[config.mk]
export PLATFORM = sky130hd
export DESIGN_NAME = seg7_scan_ctrl
export DESIGN_NICKNAME = d
export VERILOG_FILES = /design/src/rtl/seg7_scan_ctrl.sv
export SDC_FILE = /design/constraint.sdc
export NUM_CORES = 1
export LEC_CHECK = 0
export CORE_ASPECT_RATIO = 0.8
export CORE_UTILIZATION = 35
export CTS_CLUSTER_SIZE = 12
export DETAILED_ROUTE_END_ITERATION = 16
export PLACE_DENSITY_LB_ADDON = 0.05
export SLEW_MARGIN = 20
export SYNTH_ARGS = -nofsm -noshare
export SYNTH_HDL_FRONTEND = slang
export SYNTH_SLANG_ARGS = --single-unit
export TNS_END_PERCENT = 30
[constraint.sdc]
create_clock -name clk_i -period 4 [get_ports clk_i]
set_clock_uncertainty 0.05 [all_clocks]
set_input_delay 0.4 -clock clk_i [delete_from_list [all_inputs] [get_ports clk_i]]
set_output_delay 0.4 -clock clk_i [all_outputs]
set_load 0.01 [all_outputs]
[src/rtl/seg7_scan_ctrl.sv]
// seg7_scan_ctrl: multiplexed 7-segment scan with anode guard, blanking and frame-aligned value commit
module seg7_scan_ctrl #(
  parameter int AN_NUM = 8,
  parameter int DIV_W  = 16,
  parameter int GUARD  = 2
) (
  input  logic                  clk_i,
  input  logic                  rst_i,
  input  logic                  en_i,
  input  logic [DIV_W-1:0]      div_i,
  input  logic                  blank_en_i,
  input  logic [4*AN_NUM-1:0]   num_i,
  input  logic                  num_valid_i,
  output logic                  num_ready_o,
  output logic [6:0]            cath_o,
  output logic [AN_NUM-1:0]     an_o,
  output logic                  frame_o
);
  localparam int DW = $clog2(AN_NUM);
  localparam logic [6:0] SEG [16] = '{7'h3F, 7'h06, 7'h5B, 7'h4F, 7'h66, 7'h6D, 7'h7D, 7'h07,
                                      7'h7F, 7'h6F, 7'h77, 7'h7C, 7'h39, 7'h5E, 7'h79, 7'h71};
  typedef enum logic [1:0] {OFF, GRD, ON} state_t;
  state_t              state_q, state_d;
  logic [DIV_W-1:0]    cnt_q, cnt_d, div_q, div_d;
  logic [DW-1:0]       dig_q, dig_d;
  logic [4*AN_NUM-1:0] pending_q, active_q;
  logic                pend_full_q, commit, lit;
  logic [AN_NUM-1:0]   hi_zero, an_d;
  logic [6:0]          cath_d;
  logic [3:0]          nib;
  // hi_zero[i]: nibbles i..AN_NUM-1 of the displayed value are all zero
  for (genvar g = 0; g < AN_NUM; g++) begin : g_z
    if (g == AN_NUM - 1) begin : g_top
      assign hi_zero[g] = active_q[4*g +: 4] == 4'h0;
    end else begin : g_low
      assign hi_zero[g] = (active_q[4*g +: 4] == 4'h0) & hi_zero[g+1];
    end
  end
  always_comb begin
    state_d = state_q;
    cnt_d   = cnt_q;
    dig_d   = dig_q;
    div_d   = div_q;
    commit  = 1'b0;
    if (!en_i) begin
      state_d = OFF;
      cnt_d   = '0;
      dig_d   = '0;
    end else if (state_q == OFF) begin
      state_d = GRD;
      cnt_d   = '0;
      dig_d   = '0;
      div_d   = div_i;
      commit  = 1'b1;
    end else if (state_q == GRD) begin
      cnt_d   = cnt_q + DIV_W'(1);
      state_d = (cnt_q == DIV_W'(GUARD - 1)) ? ON : GRD;
    end else if (cnt_q == div_q) begin
      state_d = GRD;
      cnt_d   = '0;
      div_d   = div_i;
      commit  = dig_q == DW'(AN_NUM - 1);
      dig_d   = commit ? '0 : dig_q + DW'(1);
    end else begin
      cnt_d   = cnt_q + DIV_W'(1);
    end
  end
  // outputs are computed for the next cycle so the registered pins line up with state_q
  assign nib    = active_q[4*dig_q +: 4];
  assign lit    = (state_d == ON) & ~(blank_en_i & (dig_q != '0) & hi_zero[dig_q]);
  assign an_d   = lit ? ~(AN_NUM'(1) << dig_q) : '1;
  assign cath_d = lit ? ~SEG[nib] : 7'h7F;
  assign num_ready_o = ~pend_full_q;
  always_ff @(posedge clk_i or posedge rst_i) begin
    if (rst_i) begin
      state_q     <= OFF;
      cnt_q       <= '0;
      div_q       <= '0;
      dig_q       <= '0;
      pending_q   <= '0;
      pend_full_q <= 1'b0;
      active_q    <= '0;
      an_o        <= '1;
      cath_o      <= 7'h7F;
      frame_o     <= 1'b0;
    end else begin
      state_q     <= state_d;
      cnt_q       <= cnt_d;
      div_q       <= div_d;
      dig_q       <= dig_d;
      an_o        <= an_d;
      cath_o      <= cath_d;
      frame_o     <= commit;
      if (num_valid_i && !pend_full_q) pending_q <= num_i;
      if (commit && pend_full_q) active_q <= pending_q;
      pend_full_q <= (num_valid_i & ~pend_full_q) | (pend_full_q & ~commit);
    end
  end
endmodule

==> impl_metrics.tcl <==
set metrics [dict create \
    avgSynthCellArea_sq_um 13.3 \
    start_kind "register" \
    power_switching_w 0.00110 \
    cts.path.max_buffers 2 \
    worstPathRequired_ps 4270 \
    path_max_fanout 15 \
    crit_chain "mux4_2 -> mux2i_1 -> nand2_1 -> o221ai_1" \
    postCtsSetupBuffers 0 \
    syn_to_final_growth_pct 27.6 \
    die_w_um 141 \
    power_frac_clock_pct 38.5 \
    syn_inst 409 \
    grt-ovfl-total 0 \
    powerDensity_nw_per_um2 608 \
    cpLargestDelayFamily "multiplexers" \
    path_clk_slew_ps 50 \
    syn_nets 476 \
    ys.flop_type "dfrtp_1" \
    hold_violations 0 \
    fin_tns_setup_ps 0 \
    grt_pass1_vias 3369 \
    ioPinCount 70 \
    grt_pass1_wl_um 18700 \
    cts_hold_buf 0 \
    yosysSeqAreaShare_pct 54.7 \
    htreeDepth 4 \
    cts_tree "yes" \
    finalCritPeriodShare_pct 66.6 \
    vias_per_cell 4.72 \
    fin_crit_ps 2660 \
    drv_slew 0 \
    ys_ff_latch 118 \
    power.leakage_nw 2.84 \
    worst_pin_slew_ps 935 \
    dp_cells 674 \
    synth_area_sq_um 5440 \
    cts_sinks 118 \
    gp_congestion 0.812 \
    nFillCells 1399 \
    maxCapViolations 0 \
    path_buf_inv 0 \
    seqPwrFrac_pct 42.4 \
    arrival_ps 2930 \
    start_util_pct 36.0 \
    core_sq_um 15100 \
    critPathCaptureType "register" \
    portBuffers 69 \
    final_cells 705 \
    pwr-share-comb_pct 19.1 \
    hold_path_class "in2async" \
    drt_iter0_markers 170 \
    clockRootBuffer "clkbuf_16" \
    wire_per_inst_um 15.9 \
    drt_first_pass_iters 4 \
    setup_viol 0 \
    sw_frac_of_total_pct 26.2 \
    vias 3330 \
    async_flop_share_pct 100 \
    cts_buffers 17 \
    synth_edf_count 0 \
    rsz0062_at_grt "no" \
    fin_nets 550 \
    synth.yosys.warnings 0 \
    die_height_um 113 \
    dpl.hpwl_um 8040 \
    worst_path_max_delay_cell "dfrtp_1" \
    grt_start_max_net_pins 52 \
    ys_types 47 \
    drive_gt1_share_pct 23.2 \
    worstSkewPairLatency_ps 420 \
    drt-total-wl_um 11200 \
    slowest_delay_ps 770 \
    grt_antenna_before_repair 0 \
    antennaDiodeCount 0 \
    cts_resized 0 \
    grt_use_total_pct 15.9 \
    ant_nets 0 \
    status "complete, no violations" \
    critPathKind "reg2reg" \
    rrSetupSlack_ps 1340 \
    die-area_sq_um 16000 \
    max_freq_mhz 376 \
    fp-row-count 40 \
    route.detailed.drc 0 \
    p_int_w 0.00311 \
    irDropWorstVdd_mv 0.355 \
    relSlewSlack_pct 35.9 \
]
sequential cells by signal, summed over array words and instances (netlist names):
signal       count
frame_o          1
pending_q       32
cath_o           7
pend_full_q      1
active_q        32
div_q           16
an_o             8
cnt_q           16
dig_q            3
state_q          2
metal layers:
metal  track usage [%]  vias up  wire length (um)
met4              7.39        0               193
met5                 0        -                 0
met2              19.7       75              4230
li1                  -     1609                 -
met1              24.0     1628              6240
met3              5.50       18               515
layout make-up:
class                           count  area [sq um]  share of cell area, %
Clock buffer                       21           450                   6.49
Clock inverter                     10           178                   2.56
Inverter                            9          36.3                  0.523
Multi-Input combinational cell    263          2310                   33.3
Sequential cell                   118          2970                   42.8
Tap cell                          210           263                   3.79
Timing Repair Buffer               74           728                   10.5
cells in the final DEF (no fill, tap or decap), drive strengths merged, types with 5 or more instances in the layout:
cell           count
dfrtp            103
mux2              81
clkdlybuf4s50     69
nand2             26
nor2              24
xnor2             22
clkbuf            21
nand3             15
dfstp             15
ha                14
a21oi             10
xor2               9
nor4               9
inv                9
nand4              8
mux4               8
mux2i              6
bufinv             5
buf                5
clkinv             5
through the flow:
stage / hold slack, ps / total power, W / cell area, sq um / worst slack, ps / utilization [%]
global placement: 421 / 0.00260 / 6310 / 1390 / 41.7
detailed placement: 430 / 0.00262 / 6310 / 1350 / 41.7
floorplan: 410 / 0.00233 / 5440 / 446 / -
CTS: 392 / 0.00428 / 6940 / 1330 / 45.9
global route: 423 / 0.00447 / 6940 / 1080 / 45.9
finish: 376 / 0.00421 / 6940 / 1340 / 45.9
power by group through the flow:
stage	Combinational (W)	Sequential [W]	Clock (W)
after CTS	0.000820	0.00179	0.00167
after detailed placement	0.000817	0.00181	0
after floorplan	0.000648	0.00168	0
after global placement	0.000790	0.00181	0
final	0.000806	0.00179	0.00162
after global routing	0.000902	0.00184	0.00173
Yosys cell counts (2+ instances only):
library cell | n | share of area, %
mux4_2 | 8 | 3.3
nor3b_1 | 2 | 0.28
nor4b_1 | 3 | 0.48
xor2_1 | 9 | 1.5
a21oi_1 | 9 | 0.83
nor2_1 | 24 | 1.7
nor4_1 | 8 | 0.92
nor2b_1 | 2 | 0.23
dfstp_2 | 15 | 7.2
dfrtp_1 | 103 | 47
buf_2 | 4 | 0.37
ha_1 | 14 | 3.2
nand3_1 | 15 | 1.4
o221ai_1 | 3 | 0.48
mux2_2 | 43 | 8.9
o21ai_0 | 4 | 0.37
buf_4 | 4 | 0.55
buf_1 | 4 | 0.28
nand2_1 | 25 | 1.7
nand4_1 | 8 | 0.92
mux2_4 | 9 | 2.5
mux2i_1 | 6 | 1.1
mux2_1 | 29 | 6.0
inv_1 | 8 | 0.55
buf_6 | 2 | 0.41
clkbuf_1 | 3 | 0.21
xnor2_1 | 22 | 3.5
and3_1 | 4 | 0.46
cell families (layout without fill, tap and decap cells):
logic type,Yosys count,count (layout),synth area share [%]
mux,95,95,21.8
fa+ha+maj,14,14,3.22
buf+inv,28,114,2.90
xor+xnor,31,31,4.99
simple gates,98,98,9.25
flops,118,118,54.7
compound gates,25,25,3.15
final timing paths:
path                               startpoint      endpoint  cells after the start
worst max register to register       dig_q[0]     cath_o[6]                      4
worst min-delay path                    rst_i     div_q[14]                      2
worst min register to register  pending_q[21]  active_q[21]                      1
worst max-delay path                 dig_q[0]     cath_o[6]                      4
max in group asynchronous               rst_i      div_q[0]                      3
min in group clk_i              pending_q[21]  active_q[21]                      1
(Power assumes the default switching activity.)
